--- src/rtl/fetch_decode_unit.sv ---
// Fetch/decode control for a simple sequencer: IDLE -> FETCH -> DECODE -> EXEC.
// Opcodes 0xC jump, 0xD skip, 0xE return, 0xF halt; all others sequential.
// Optional build macro FETCH_TIMEOUT_EN adds a fetch wait counter and a FAULT state.
module fetch_decode_unit (
    input  logic        clk,
    input  logic        rst,
    input  logic [11:0] pc,
    output logic        mem_req,
    output logic [11:0] mem_addr,
    input  logic        mem_ack,
    input  logic [15:0] mem_rdata,
    output logic [15:0] ir,
    output logic        ex_flag,
    output logic [1:0]  jmp_en,
    output logic [11:0] jmp_addr,
    output logic        ret_flag,
    output logic        halted,
    output logic [15:0] instr_count,
    output logic        fault
);

    localparam int unsigned ADDR_W = 12;
    localparam int unsigned DATA_W = 16;
    localparam int unsigned CNT_W  = 16;
    localparam logic [3:0]  OPC_JMP  = 4'hC;
    localparam logic [3:0]  OPC_SKIP = 4'hD;
    localparam logic [3:0]  OPC_RET  = 4'hE;
    localparam logic [3:0]  OPC_HALT = 4'hF;

    typedef enum logic [2:0] {
        IDLE   = 3'd0,
        FETCH  = 3'd1,
        DECODE = 3'd2,
        EXEC   = 3'd3,
        HALT   = 3'd4
`ifdef FETCH_TIMEOUT_EN
        ,
        FAULT  = 3'd5
`endif
    } state_t;

    state_t              state, state_d;
    logic                mem_req_d;
    logic [ADDR_W-1:0]   mem_addr_d;
    logic [DATA_W-1:0]   ir_d;
    logic                ex_flag_d;
    logic [1:0]          jmp_en_d;
    logic [ADDR_W-1:0]   jmp_addr_d;
    logic                ret_flag_d;
    logic                halted_d;
    logic [CNT_W-1:0]    instr_count_d;
    logic [3:0]          opcode;

    assign opcode = ir[15:12];

`ifdef FETCH_TIMEOUT_EN
    logic [3:0] wait_cnt, wait_cnt_d;
    logic       fault_d;
`endif

    // State register
    always_ff @(posedge clk) begin
        if (rst) state <= IDLE;
        else     state <= state_d;
    end

    // Next-state and next-output logic
    always_comb begin
        state_d       = state;
        mem_req_d     = 1'b0;
        mem_addr_d    = mem_addr;
        ir_d          = ir;
        ex_flag_d     = 1'b0;
        jmp_en_d      = jmp_en;
        jmp_addr_d    = jmp_addr;
        ret_flag_d    = 1'b0;
        halted_d      = halted;
        instr_count_d = instr_count;
`ifdef FETCH_TIMEOUT_EN
        wait_cnt_d    = wait_cnt;
        fault_d       = fault;
`endif
        case (state)
            IDLE: begin
                mem_addr_d = pc;
                mem_req_d  = 1'b1;
                state_d    = FETCH;
`ifdef FETCH_TIMEOUT_EN
                wait_cnt_d = 4'd0;
`endif
            end
            FETCH: begin
                if (mem_ack) begin
                    ir_d    = mem_rdata;
                    state_d = DECODE;
                end else begin
`ifdef FETCH_TIMEOUT_EN
                    // The 15th unanswered cycle is the last one allowed
                    if (wait_cnt == 4'd14) begin
                        wait_cnt_d = 4'd15;
                        fault_d    = 1'b1;
                        state_d    = FAULT;
                    end else begin
                        wait_cnt_d = wait_cnt + 4'd1;
                        mem_req_d  = 1'b1;
                    end
`else
                    mem_req_d = 1'b1;
`endif
                end
            end
            DECODE: begin
                if (opcode == OPC_HALT) begin
                    halted_d = 1'b1;
                    state_d  = HALT;
                end else begin
                    ex_flag_d = 1'b1;
                    state_d   = EXEC;
                    case (opcode)
                        OPC_JMP: begin
                            jmp_en_d   = 2'b11;
                            jmp_addr_d = ir[11:0];
                        end
                        OPC_SKIP: jmp_en_d = 2'b10;
                        OPC_RET: begin
                            jmp_en_d   = 2'b01;
                            ret_flag_d = 1'b1;
                        end
                        default:  jmp_en_d = 2'b00;
                    endcase
                end
            end
            EXEC: begin
                state_d = IDLE;
                if (instr_count != {CNT_W{1'b1}})
                    instr_count_d = instr_count + CNT_W'(1);
            end
            HALT:    state_d = HALT;
`ifdef FETCH_TIMEOUT_EN
            FAULT:   state_d = FAULT;
`endif
            default: state_d = IDLE;
        endcase
    end

    // Registered outputs
    always_ff @(posedge clk) begin
        if (rst) begin
            mem_req     <= 1'b0;
            mem_addr    <= '0;
            ir          <= '0;
            ex_flag     <= 1'b0;
            jmp_en      <= 2'b00;
            jmp_addr    <= '0;
            ret_flag    <= 1'b0;
            halted      <= 1'b0;
            instr_count <= '0;
        end else begin
            mem_req     <= mem_req_d;
            mem_addr    <= mem_addr_d;
            ir          <= ir_d;
            ex_flag     <= ex_flag_d;
            jmp_en      <= jmp_en_d;
            jmp_addr    <= jmp_addr_d;
            ret_flag    <= ret_flag_d;
            halted      <= halted_d;
            instr_count <= instr_count_d;
        end
    end

`ifdef FETCH_TIMEOUT_EN
    // Fetch timeout counter and sticky fault flag
    always_ff @(posedge clk) begin
        if (rst) begin
            wait_cnt <= 4'd0;
            fault    <= 1'b0;
        end else begin
            wait_cnt <= wait_cnt_d;
            fault    <= fault_d;
        end
    end
`else
    assign fault = 1'b0;
`endif

endmodule

--- config.mk ---
export PLATFORM = sky130hd
export DESIGN_NAME = fetch_decode_unit
export DESIGN_NICKNAME = d
export VERILOG_FILES = /design/src/rtl/fetch_decode_unit.sv
export SDC_FILE = /design/constraint.sdc
export NUM_CORES = 1
export LEC_CHECK = 0
export CAP_MARGIN = 30
export CORE_MARGIN = 2
export CORE_UTILIZATION = 48
export CTS_CLUSTER_DIAMETER = 80
export DETAILED_ROUTE_END_ITERATION = 10
export PLACE_DENSITY = 0.85
export SKIP_CTS_REPAIR_TIMING = 1
export SYNTH_ARGS = -nofsm -noshare
export SYNTH_HDL_FRONTEND = slang
export SYNTH_SLANG_ARGS = --single-unit
--- constraint.sdc ---
create_clock -name clk -period 4.75 [get_ports clk]
set_input_delay 0.475 -clock clk [delete_from_list [all_inputs] [get_ports clk]]
set_output_delay 0.475 -clock clk [all_outputs]
set_load 0.02 [all_outputs]
### Yosys cells after proc, flatten, opt, wreduce, memory -nomap -nowiden

Index checks and enable logic that the tools add are counted.
W data, S select, Z words.

| cells by class | value |
|---|---|
| reductions and logical operators | 8 |
| multiplexer cells | 8 |
| bitwise operators | 2 |
| add/sub/neg operators | 1 |
| equal/unequal tests | 10 |

Operator list:

| cell | number |
|---|---|
| $add A16 B1 Y16 const B | 1 |
| $eq A4 B4 Y1 const B | 4 |
| $ne A16 B16 Y1 const B | 1 |
| $pmux W3 S4 | 1 |
| $reduce_and A2 Y1 | 4 |
| $eq A3 B2 Y1 const B | 2 |
| $mux W3 | 2 |
| $pmux W2 S3 | 1 |
| $eq A3 B1 Y1 const B | 1 |
| $eq A3 B3 Y1 const B | 1 |
| $logic_not A3 Y1 | 1 |
| $mux W1 | 3 |
| $reduce_and A3 Y1 | 1 |
| $reduce_or A3 Y1 | 1 |
| $ne A2 B2 Y1 const B | 1 |
| $not A1 Y1 | 2 |
| $pmux W1 S2 | 1 |
| $reduce_or A2 Y1 | 1 |

| storage, ports and cells | value |
|---|---|
| register bits after elaboration | 65 |
| logic and storage cells | 39 |
| input bits | 31 |

### Logic depth before layout (Yosys ltp)

Gate-level depths: netlist of the first run.

| logic depth | value |
|---|---|
| depth after elaboration | 3 |
| gate-level depth with buffers | 7 |
| mapped depth without buffers | 5 |

### Worst setup path before layout of the first run

No wires, ideal clock.

| timing | value |
|---|---|
| kind | register to register |
| from | register instr_count[0] |
| to | register instr_count[5] |
| period minus slack after synthesis | 1861 ps |
| cell stages (with the launch flop) | 6 |
| data arrival time | 1740 ps |
| library setup time | 121 ps |
| path slack | 2889 ps |
| path through | dfxtp_1 ha_1 nand3_1 nor4_2 nor4b_1 mux2_2 |

| on the way | value |
|---|---|
| longest elaborated chain between the ends | 2 |

Ends and longest elaborated chain:

| what | RTL line | text |
|---|---|---|
| start: declaration | 18 | `output logic [15:0] instr_count,` |
| start signal: assignment | 167 | `instr_count <= instr_count_d;` |
| branches (longest 2 deep; another with $add A16 B1 Y16) | n/a |  |

Several ways; the timed one is not identified.
A chain may end at the register's enable or synchronous reset.

### Worst setup path in the final report of the first run

| timing | value |
|---|---|
| from | register state[1] |
| to | register jmp_addr[11] |

| on the way | value |
|---|---|
| longest elaborated chain between the ends | 2 |

Ends and longest elaborated chain:

| what | RTL line | text |
|---|---|---|
| start: declaration | 42 | `state_t state, state_d;` |
| start signal: assignment | 64 | `else state <= state_d;` |
| $eq A3 B2 Y1 | 83 | `case (state)` |
| $reduce_and A3 Y1 (no source line) | n/a |  |
| end signal: assignment | 164 | `jmp_addr <= jmp_addr_d;` |
| end: declaration | 15 | `output logic [11:0] jmp_addr,` |

No other way between the ends.

==> reports/results.ini, run 1 <==
[floorplan]
core-area_sq_mm=0.00544
rows=27
start_util_pct=49.1
fp.dieH_um=78.6
dieArea_sq_mm=0.00618
die_x_um=78.6
boundaryPins=94

[finish]
area_growth_pct=43.9
fill_cells=427
diodes=0
layout_commonest_cell=clkdlybuf4s50_1
regArea_sq_mm=0.00130
mostFrequentLayoutCells=clkdlybuf4s50_1, dfxtp_1, nand2_1
multi_input_area_sq_mm=0.00125
nets=423
drive_gt1_share_pct=9.09

[worst_setup_path]
cp_slowest_stage_delay_ns=0.83
crit_type=reg2reg
worst-r2r-setup-slack_ns=2.36
cp_data_required_time_ns=4.97
worstPathArrival_ns=2.61
start_kind=flop
cp-end-kind=flop
crit_path_max_fanout=12
crit_path_cell_trace=or3b_4 -> nor4_4 -> mux2i_1 -> nor2_1
critPathSlowestCell=nor4_4

[synthesis]
synth_ff_type=dfxtp_1
synth-seq-cells=65
syn_area_sq_mm=0.00267
postSynth.asyncResetShare_pct=0
yosys_warnings=0
avgSynthCellArea_sq_um=8.78
synth.net_count=336
ys_types=47
syn_inst=304
synth_edf_count=0
ys_seq_area_share_pct=48.7

[clock_network]
clk_pin_slew_ns=0.07
root_buffer=clkbuf_8
clk_path_buf_depth=2
cts_made_buffers=9
clock_sinks=65
clk_latency_ns=0.34
htree_levels=3
cts_tree=built

[drt]
wirelength_mm=6.44
wire_per_inst_um=13.8
viasPerCell=5.32
drt_iter0_drc=112
drc=0
drtPass1Iterations=5
ant_nets=0
via_count=2489

[place]
hpwlAfterDp_mm=4.42
gp_congestion=0.827
io_buffers=92
place_ws_ns=2.39

[sta]
min_period_ns=2.39
finClkSkew_ns=0.00764
rsz0062_at_grt=false
setup_viol=0
maxSlewHeadroom_pct=33.7
whs_ns=0.455
hold_violations=0
period_share_pct=50.3
max_freq_mhz=419
fin_tns_setup_ns=0
slew_viol_final=0
tightestPinTransition_ns=0.988
fin_ws_ns=2.36

[pwr]
power_density_mw_per_mm2=339
p_leak_nw=1.36
vdd_drop_max_mv=0.289

[global_routing]
grt_util_all_layers_pct=22.4
use_met2_pct=36.2
grt_pass1_wl_mm=10.9
busiest_layer=met2
overflow=0
grt_util_met3_pct=7.36
antenna_found_initial=0
grt_max_degree=46
grt_pass1_vias=2320
gr-usage-met1_pct=26.9

[status]
status=completed

[run]
cap_violations=0

[hold_path]
min_path_type=reg2reg

[layer usage]
metal	up-vias	share of wire, %
li1	1234	-
met1	1166	41
met2	79	49
met3	10	7.7
met4	0	2.0
met5	-	0
[critical path: cells and delay by family (launching register included)]
family	cells	cell delay (ns)
AND/OR/NAND/NOR	3	1.38
flip-flops	1	0.58
multiplexers	1	0.30
[cell families (layout without fill, tap and decap cells)]
| group | after synthesis | count (layout) | synth area share (%) |
|---|---|---|---|
| buffers and inverters | 23 | 115 | 4.55 |
| adder cells (fa/ha/maj) | 1 | 1 | 0.469 |
| flip-flops | 65 | 65 | 48.7 |
| multiplexers | 18 | 18 | 7.03 |
| other | 1 | 1 | 0.140 |
| AO/OA/AOI/OAI | 55 | 55 | 11.8 |
| AND/OR/NAND/NOR | 140 | 140 | 27.0 |
| XOR/XNOR | 1 | 1 | 0.328 |
[per-stage QoR]
stage,instance area [sq um],total power (W),util (%),instances
after detailed placement,3600,0.000746,66.2,452
after global placement,3580,0.000741,65.9,450
after CTS,3840,0.00131,70.6,468
after global routing,3840,0.00135,70.6,468
final,3840,0.00130,70.6,468
after floorplan,2670,0.000672,-,304
[registers in the layout, summed over array words and instances, names as in the netlist]
signal / count
mem_addr: 12
ex_flag: 1
jmp_en: 2
ir: 16
halted: 1
ret_flag: 1
instr_count: 16
mem_req: 1
jmp_addr: 12
state: 3
[where the power goes]
| group | total [W] | switching [W] | internal (W) |
|---|---|---|---|
| clock network | 0.000570 | 0.000210 | 0.000360 |
| logic | 0.000151 | 0.0000784 | 0.0000723 |
| registers | 0.000583 | 0.0000179 | 0.000565 |
[final cells by class]
class                           count  share of cell area [%]
Clock inverter                      6                    2.74
Sequential cell                    65                    33.9
Tap cell                           72                    2.35
Multi-Input combinational cell    216                    32.6
Timing Repair Buffer               95                    24.5
Clock buffer                       10                    3.58
Inverter                            4                   0.391
[final timing paths]
check,startpoint,endpoint,depth (start not counted)
worst min-delay path,mem_addr[4],mem_addr[4],2
worst max register to register,state[1],jmp_addr[11],4
worst max-delay path,state[1],jmp_addr[11],4
worst min register to register,mem_addr[4],mem_addr[4],2
[cell usage after synthesis, drive strengths merged, types with 6 or more instances]
library cell / instances / area [sq um]
buf: 6 / 57.6
a21oi: 38 / 190
clkbuf: 13 / 48.8
nand2: 64 / 240
nor3: 9 / 45.0
mux2: 6 / 67.6
or3: 6 / 38.8
nor2: 22 / 82.6
dfxtp: 65 / 1300
mux2i: 12 / 120
Note: power is estimated with default switching activity, not from simulation.
==> run 2, diff against run 1 <==
--- a/config.mk
+++ b/config.mk
@@ -7,10 +7,10 @@
 export LEC_CHECK = 0
 export CAP_MARGIN = 30
 export CORE_MARGIN = 2
-export CORE_UTILIZATION = 48
+export CORE_UTILIZATION = 45
 export CTS_CLUSTER_DIAMETER = 80
 export DETAILED_ROUTE_END_ITERATION = 10
-export PLACE_DENSITY = 0.85
+export PLACE_DENSITY = 0.8
 export SKIP_CTS_REPAIR_TIMING = 1
 export SYNTH_ARGS = -nofsm -noshare
 export SYNTH_HDL_FRONTEND = slang
==> constraint.sdc (replaced) <==
create_clock -name clk -period 2.5 [get_ports clk]
set_input_delay 0.25 -clock clk [delete_from_list [all_inputs] [get_ports clk]]
set_output_delay 0.25 -clock clk [all_outputs]
set_load 0.02 [all_outputs]
==> reports/results.ini, run 2 (synthesized netlist as in run 1, its figures left out) <==
[drt]
drtPass1Iterations=4  ; -1
wire_per_inst_um=13.9  ; +1.1%
drt_iter0_drc=105  ; -6.3%
via_count=2461  ; -1.1%
ant_nets=0  ; unchanged
wirelength_mm=6.58  ; +2.1%
drc=0  ; unchanged
viasPerCell=5.20  ; -2.2%

[sta]
fin_tns_setup_ns=0  ; unchanged
fin_ws_ns=0.520  ; -1.84 ns
period_share_pct=79.2  ; +29 points
rsz0062_at_grt=false
slew_viol_final=0  ; unchanged
tightestPinTransition_ns=0.719  ; -0.268 ns
finClkSkew_ns=0.00673  ; -0.000910 ns
maxSlewHeadroom_pct=52.0  ; +18 points
min_period_ns=1.98  ; -0.408 ns
max_freq_mhz=505  ; +21%
hold_violations=0  ; unchanged
setup_viol=0  ; unchanged

[pwr]
p_leak_nw=1.37  ; +0.81%
p_sw_share_pct=23.4  ; -0.094 points
power_density_mw_per_mm2=641  ; +89%
switchingPower_w=0.000578  ; +89%
seqPwrFrac_pct=44.8  ; about the same
p_comb_share_pct=11.7  ; about the same
vdd_drop_max_mv=0.374  ; +29%
pwr-share-clk_pct=43.5  ; -0.2 points
internal_power_w=0.00190  ; +90%

[global_routing]
grt_pass1_vias=2271  ; -2.1%
grt_util_all_layers_pct=20.7  ; -1.7 points
overflow=0  ; unchanged
antenna_found_initial=0  ; unchanged
grt_pass1_wl_mm=10.4  ; -4.5%
grt_max_degree=41  ; -11%

[worst_setup_path]
crit_type=reg2reg
crit_path_cell_trace=nand3b_4 -> or3_1 -> nor3b_1 -> mux2_2
cp_data_required_time_ns=2.73  ; -2.24 ns
worstPathArrival_ns=2.21  ; -0.40 ns
crit_path_max_fanout=12  ; unchanged
critPathSlowestCell=dfxtp_1
cp-end-kind=flop
start_kind=flop
rr_worst_depth=4  ; unchanged
worst-r2r-setup-slack_ns=0.52  ; -1.84 ns
cp_slowest_stage_delay_ns=0.57  ; -0.26 ns

[floorplan]
rows=28  ; +3.7%
boundaryPins=94  ; unchanged
core-area_sq_mm=0.00582  ; +6.9%
fp.dieH_um=81.0  ; +3.1%
die_x_um=81.0  ; +3.1%
dieArea_sq_mm=0.00657  ; +6.3%
start_util_pct=45.9  ; -3.2 points

[clock_network]
clk_pin_slew_ns=0.07  ; about the same
cts_tree=built
cts_made_buffers=9  ; unchanged
clk_latency_ns=0.34  ; about the same
htree_levels=3  ; unchanged
root_buffer=clkbuf_8
clock_sinks=65  ; unchanged
clk_path_buf_depth=2  ; unchanged

[finish]
drive_gt1_share_pct=9.55  ; +0.46 points
diodes=0  ; unchanged
mostFrequentLayoutCells=clkdlybuf4s50_1, dfxtp_1, nand2_1
final_area_sq_mm=0.00386  ; +0.46%
layout.cells.non_filler=473  ; +1.1%
nets=425  ; +0.47%
layout_commonest_cell=clkdlybuf4s50_1
area_growth_pct=44.5
top_regs=instr_count (16), ir (16)

[status]
status=completed

[place]
gp_congestion=0.823  ; -0.39%
placedCellCount=457  ; +1.1%
dpl_cell_area_sq_mm=0.00362  ; +0.49%
io_buffers=92  ; unchanged
place_ws_ns=0.536  ; -1.85 ns
hpwlAfterDp_mm=4.55  ; +2.9%

[hold_path]
min_path_cells=2  ; unchanged
min_path_type=in2reg

[run]
cap_violations=0  ; unchanged

==> run 2: cell count changes in the layout (fill, tap and decap cells not counted) <==
cell,previous run,this run
buf_4,1,5
buf_6,1,0
buf_2,2,1
==> run 2: routing by layer <==
| layer | routed length [um] | share of wire, % | global-route usage (%) |
|---|---|---|---|
| met5 | 0 | 0 | 0 |
| met3 | 487 | 7.4 | 7.11 |
| met1 | 2830 | 43 | 23.9 |
| met4 | 101 | 1.5 | 9.66 |
| met2 | 3160 | 48 | 34.4 |
==> run 2: final cells by class <==
class | count | area (sq um)
Sequential cell | 65 | 1300
Timing Repair Buffer | 97 | 953
Clock buffer | 10 | 138
Inverter | 4 | 15.0
Clock inverter | 6 | 105
Tap cell | 75 | 93.8
Multi-Input combinational cell | 216 | 1250
Fill cell | 523 | 1960
==> run 2: worst max-delay path: cells and delay by family (launching register included) <==
family	cells	cell delay [ns]
AND/OR/NAND/NOR	3	0.94
flip-flops	1	0.57
multiplexers	1	0.36
==> run 2: through the flow <==
| step | hold slack (ns) | utilization, % | total power [W] |
|---|---|---|---|
| floorplan | 0.351 | - | 0.00128 |
| global placement | 0.442 | 62.0 | 0.00141 |
| detailed placement | 0.447 | 62.2 | 0.00142 |
| CTS | 0.430 | 66.4 | 0.00250 |
| global route | 0.461 | 66.4 | 0.00256 |
| finish | 0.447 | 66.4 | 0.00247 |
==> run 2: path summary, 6_finish.rpt <==
check | from | endpoint
worst max-delay path | state[1] | instr_count[11]
worst min-delay path | rst | jmp_addr[8]
worst max register to register | state[1] | instr_count[11]
worst min register to register | mem_addr[7] | mem_addr[7]
==> run 2: power groups by stage <==
stage               registers, W  clock network [W]  logic [W]
finish                   0.00111            0.00108   0.000289
global route             0.00111            0.00114   0.000312
CTS                      0.00111            0.00110   0.000291
detailed placement       0.00113                  0   0.000288
global placement         0.00113                  0   0.000280
floorplan                0.00116                  0   0.000113
==> run 3, diff against run 2 <==
==> constraint.sdc (replaced) <==
create_clock -name clk -period 2 [get_ports clk]
set_input_delay 0.2 -clock clk [delete_from_list [all_inputs] [get_ports clk]]
set_output_delay 0.2 -clock clk [all_outputs]
set_load 0.02 [all_outputs]
==> reports/results.ini, run 3 (synthesized netlist as in run 1, its figures left out) <==
[floorplan]
fp.dieH_um=81.0  ; unchanged
die_x_um=81.0  ; unchanged
boundaryPins=94  ; unchanged
start_util_pct=45.9  ; unchanged
rows=28  ; unchanged
dieArea_sq_mm=0.00657  ; unchanged
core-area_sq_mm=0.00582  ; unchanged

[global_routing]
grt_pass1_wl_mm=10.4  ; +0.26%
antenna_found_initial=0  ; unchanged
grt_util_all_layers_pct=20.5  ; -0.20 points
grt_pass1_vias=2303  ; +1.4%
overflow=0  ; unchanged
grt_max_degree=28  ; -32%

[worst_setup_path]
worstPathArrival_ns=2.07  ; -0.14 ns
start_kind=flop
cp_data_required_time_ns=2.23  ; -0.50 ns
crit_type=reg2reg
cp-end-kind=flop
crit_path_max_fanout=12  ; unchanged
worst-r2r-setup-slack_ns=0.15  ; -0.37 ns

[finish]
layout_commonest_cell=clkdlybuf4s50_1
final_area_sq_mm=0.00386  ; about the same
top_regs=instr_count (16), ir (16)
mostFrequentLayoutCells=clkdlybuf4s50_1, dfxtp_1, nand2_1
nets=432  ; +1.6%
diodes=0  ; unchanged
drive_gt1_share_pct=10.9  ; +1.3 points
area_growth_pct=44.7  ; about the same

[drt]
drtPass1Iterations=4  ; unchanged
ant_nets=0  ; unchanged
wire_per_inst_um=13.6  ; -2.1%
wirelength_mm=6.53  ; -0.84%
drc=0  ; unchanged
drt_iter0_drc=79  ; -25%
via_count=2503  ; +1.7%
viasPerCell=5.23  ; +0.43%

[clock_network]
clk_pin_slew_ns=0.07  ; about the same
root_buffer=clkbuf_8
htree_levels=3  ; unchanged
cts_tree=built
clk_latency_ns=0.34  ; about the same
clock_sinks=65  ; unchanged
cts_made_buffers=9  ; unchanged
clk_path_buf_depth=2  ; unchanged

[sta]
setup_viol=0  ; unchanged
max_freq_mhz=541  ; +7.1%
min_period_ns=1.85  ; -0.132 ns
hold_violations=0  ; unchanged
period_share_pct=92.4  ; +13 points
slew_viol_final=0  ; unchanged
rsz0062_at_grt=false
finClkSkew_ns=0.00593  ; -0.000799 ns
tightestPinTransition_ns=0.585  ; -0.134 ns
fin_tns_setup_ns=0  ; unchanged
maxSlewHeadroom_pct=61.0  ; +8.9 points

[pwr]
power_density_mw_per_mm2=735  ; +15%
internal_power_w=0.00212  ; +12%
vdd_drop_max_mv=0.515  ; +38%
pwr-share-clk_pct=38.4  ; -5.1 points
p_comb_share_pct=13.0  ; +1.3 points
switchingPower_w=0.000719  ; +24%
seqPwrFrac_pct=48.6  ; +3.8 points
p_leak_nw=1.38  ; +0.65%
p_sw_share_pct=25.3  ; +1.9 points

[hold_path]
min_path_type=in2reg

[run]
cap_violations=0  ; unchanged

[place]
io_buffers=92  ; unchanged
gp_congestion=0.831  ; +0.96%
dpl_cell_area_sq_mm=0.00367  ; +1.5%
hpwlAfterDp_mm=4.68  ; +2.9%

[status]
status=completed

## run 3: cell types whose count changed in the layout (fill, tap and decap cells not counted), sizes merged
cell and delta:
buf +7, bufinv -2, clkinvlp +1
## run 3: critical path: stages (launching register included)
cell,delay [ns]
dfxtp_1,0.36
buf_4,0.17
or3b_4,0.42
nor4_4,0.22
buf_4,0.27
mux2i_1,0.24
nor2_1,0.05
## run 3: power by group through the flow
| stage | Sequential [W] | Clock (W) | Combinational, W |
|---|---|---|---|
| after detailed placement | 0.00141 | 0 | 0.000370 |
| after floorplan | 0.00146 | 0 | 0.000141 |
| after global placement | 0.00141 | 0 | 0.000366 |
| after global routing | 0.00139 | 0.00118 | 0.000401 |
| after CTS | 0.00138 | 0.00112 | 0.000373 |
| final | 0.00138 | 0.00109 | 0.000368 |
## run 3: layer usage
layer	routed length [um]	share of wire [%]	global-route usage, %
met5	0	0	0
met4	68	1.0	7.29
met3	548	8.4	9.11
met2	3210	49	33.6
met1	2700	41	23.7
## run 3: final cells by class
type | count | area, sq um
fill | 512 | 1950
sequential | 65 | 1300
multi-input combinational | 216 | 1250
timing repair buffer | 104 | 1010
clock buffer | 10 | 138
tap | 75 | 93.8
clock inverter | 5 | 56.3
inverter | 4 | 15.0
## run 3: final timing paths
path / cells past startpoint / to / start
worst max-delay path: 6 / jmp_addr[3] / state[0]
worst min-delay path: 2 / instr_count[8] / rst
worst max register to register: 6 / jmp_addr[3] / state[0]
worst min register to register: 2 / mem_addr[8] / mem_addr[8]
## run 3: per-stage QoR
stage | hold slack, ns | setup WS [ns] | utilization (%) | cells | power [W]
after floorplan | 0.301 | 0.139 | - | 304 | 0.00160
after global placement | 0.443 | 0.227 | 63.1 | 464 | 0.00177
after detailed placement | 0.448 | 0.151 | 63.1 | 464 | 0.00178
after CTS | 0.289 | 0.141 | 66.4 | 479 | 0.00287
after global routing | 0.326 | 0.0496 | 66.4 | 479 | 0.00297
final | 0.302 | 0.152 | 66.4 | 479 | 0.00284
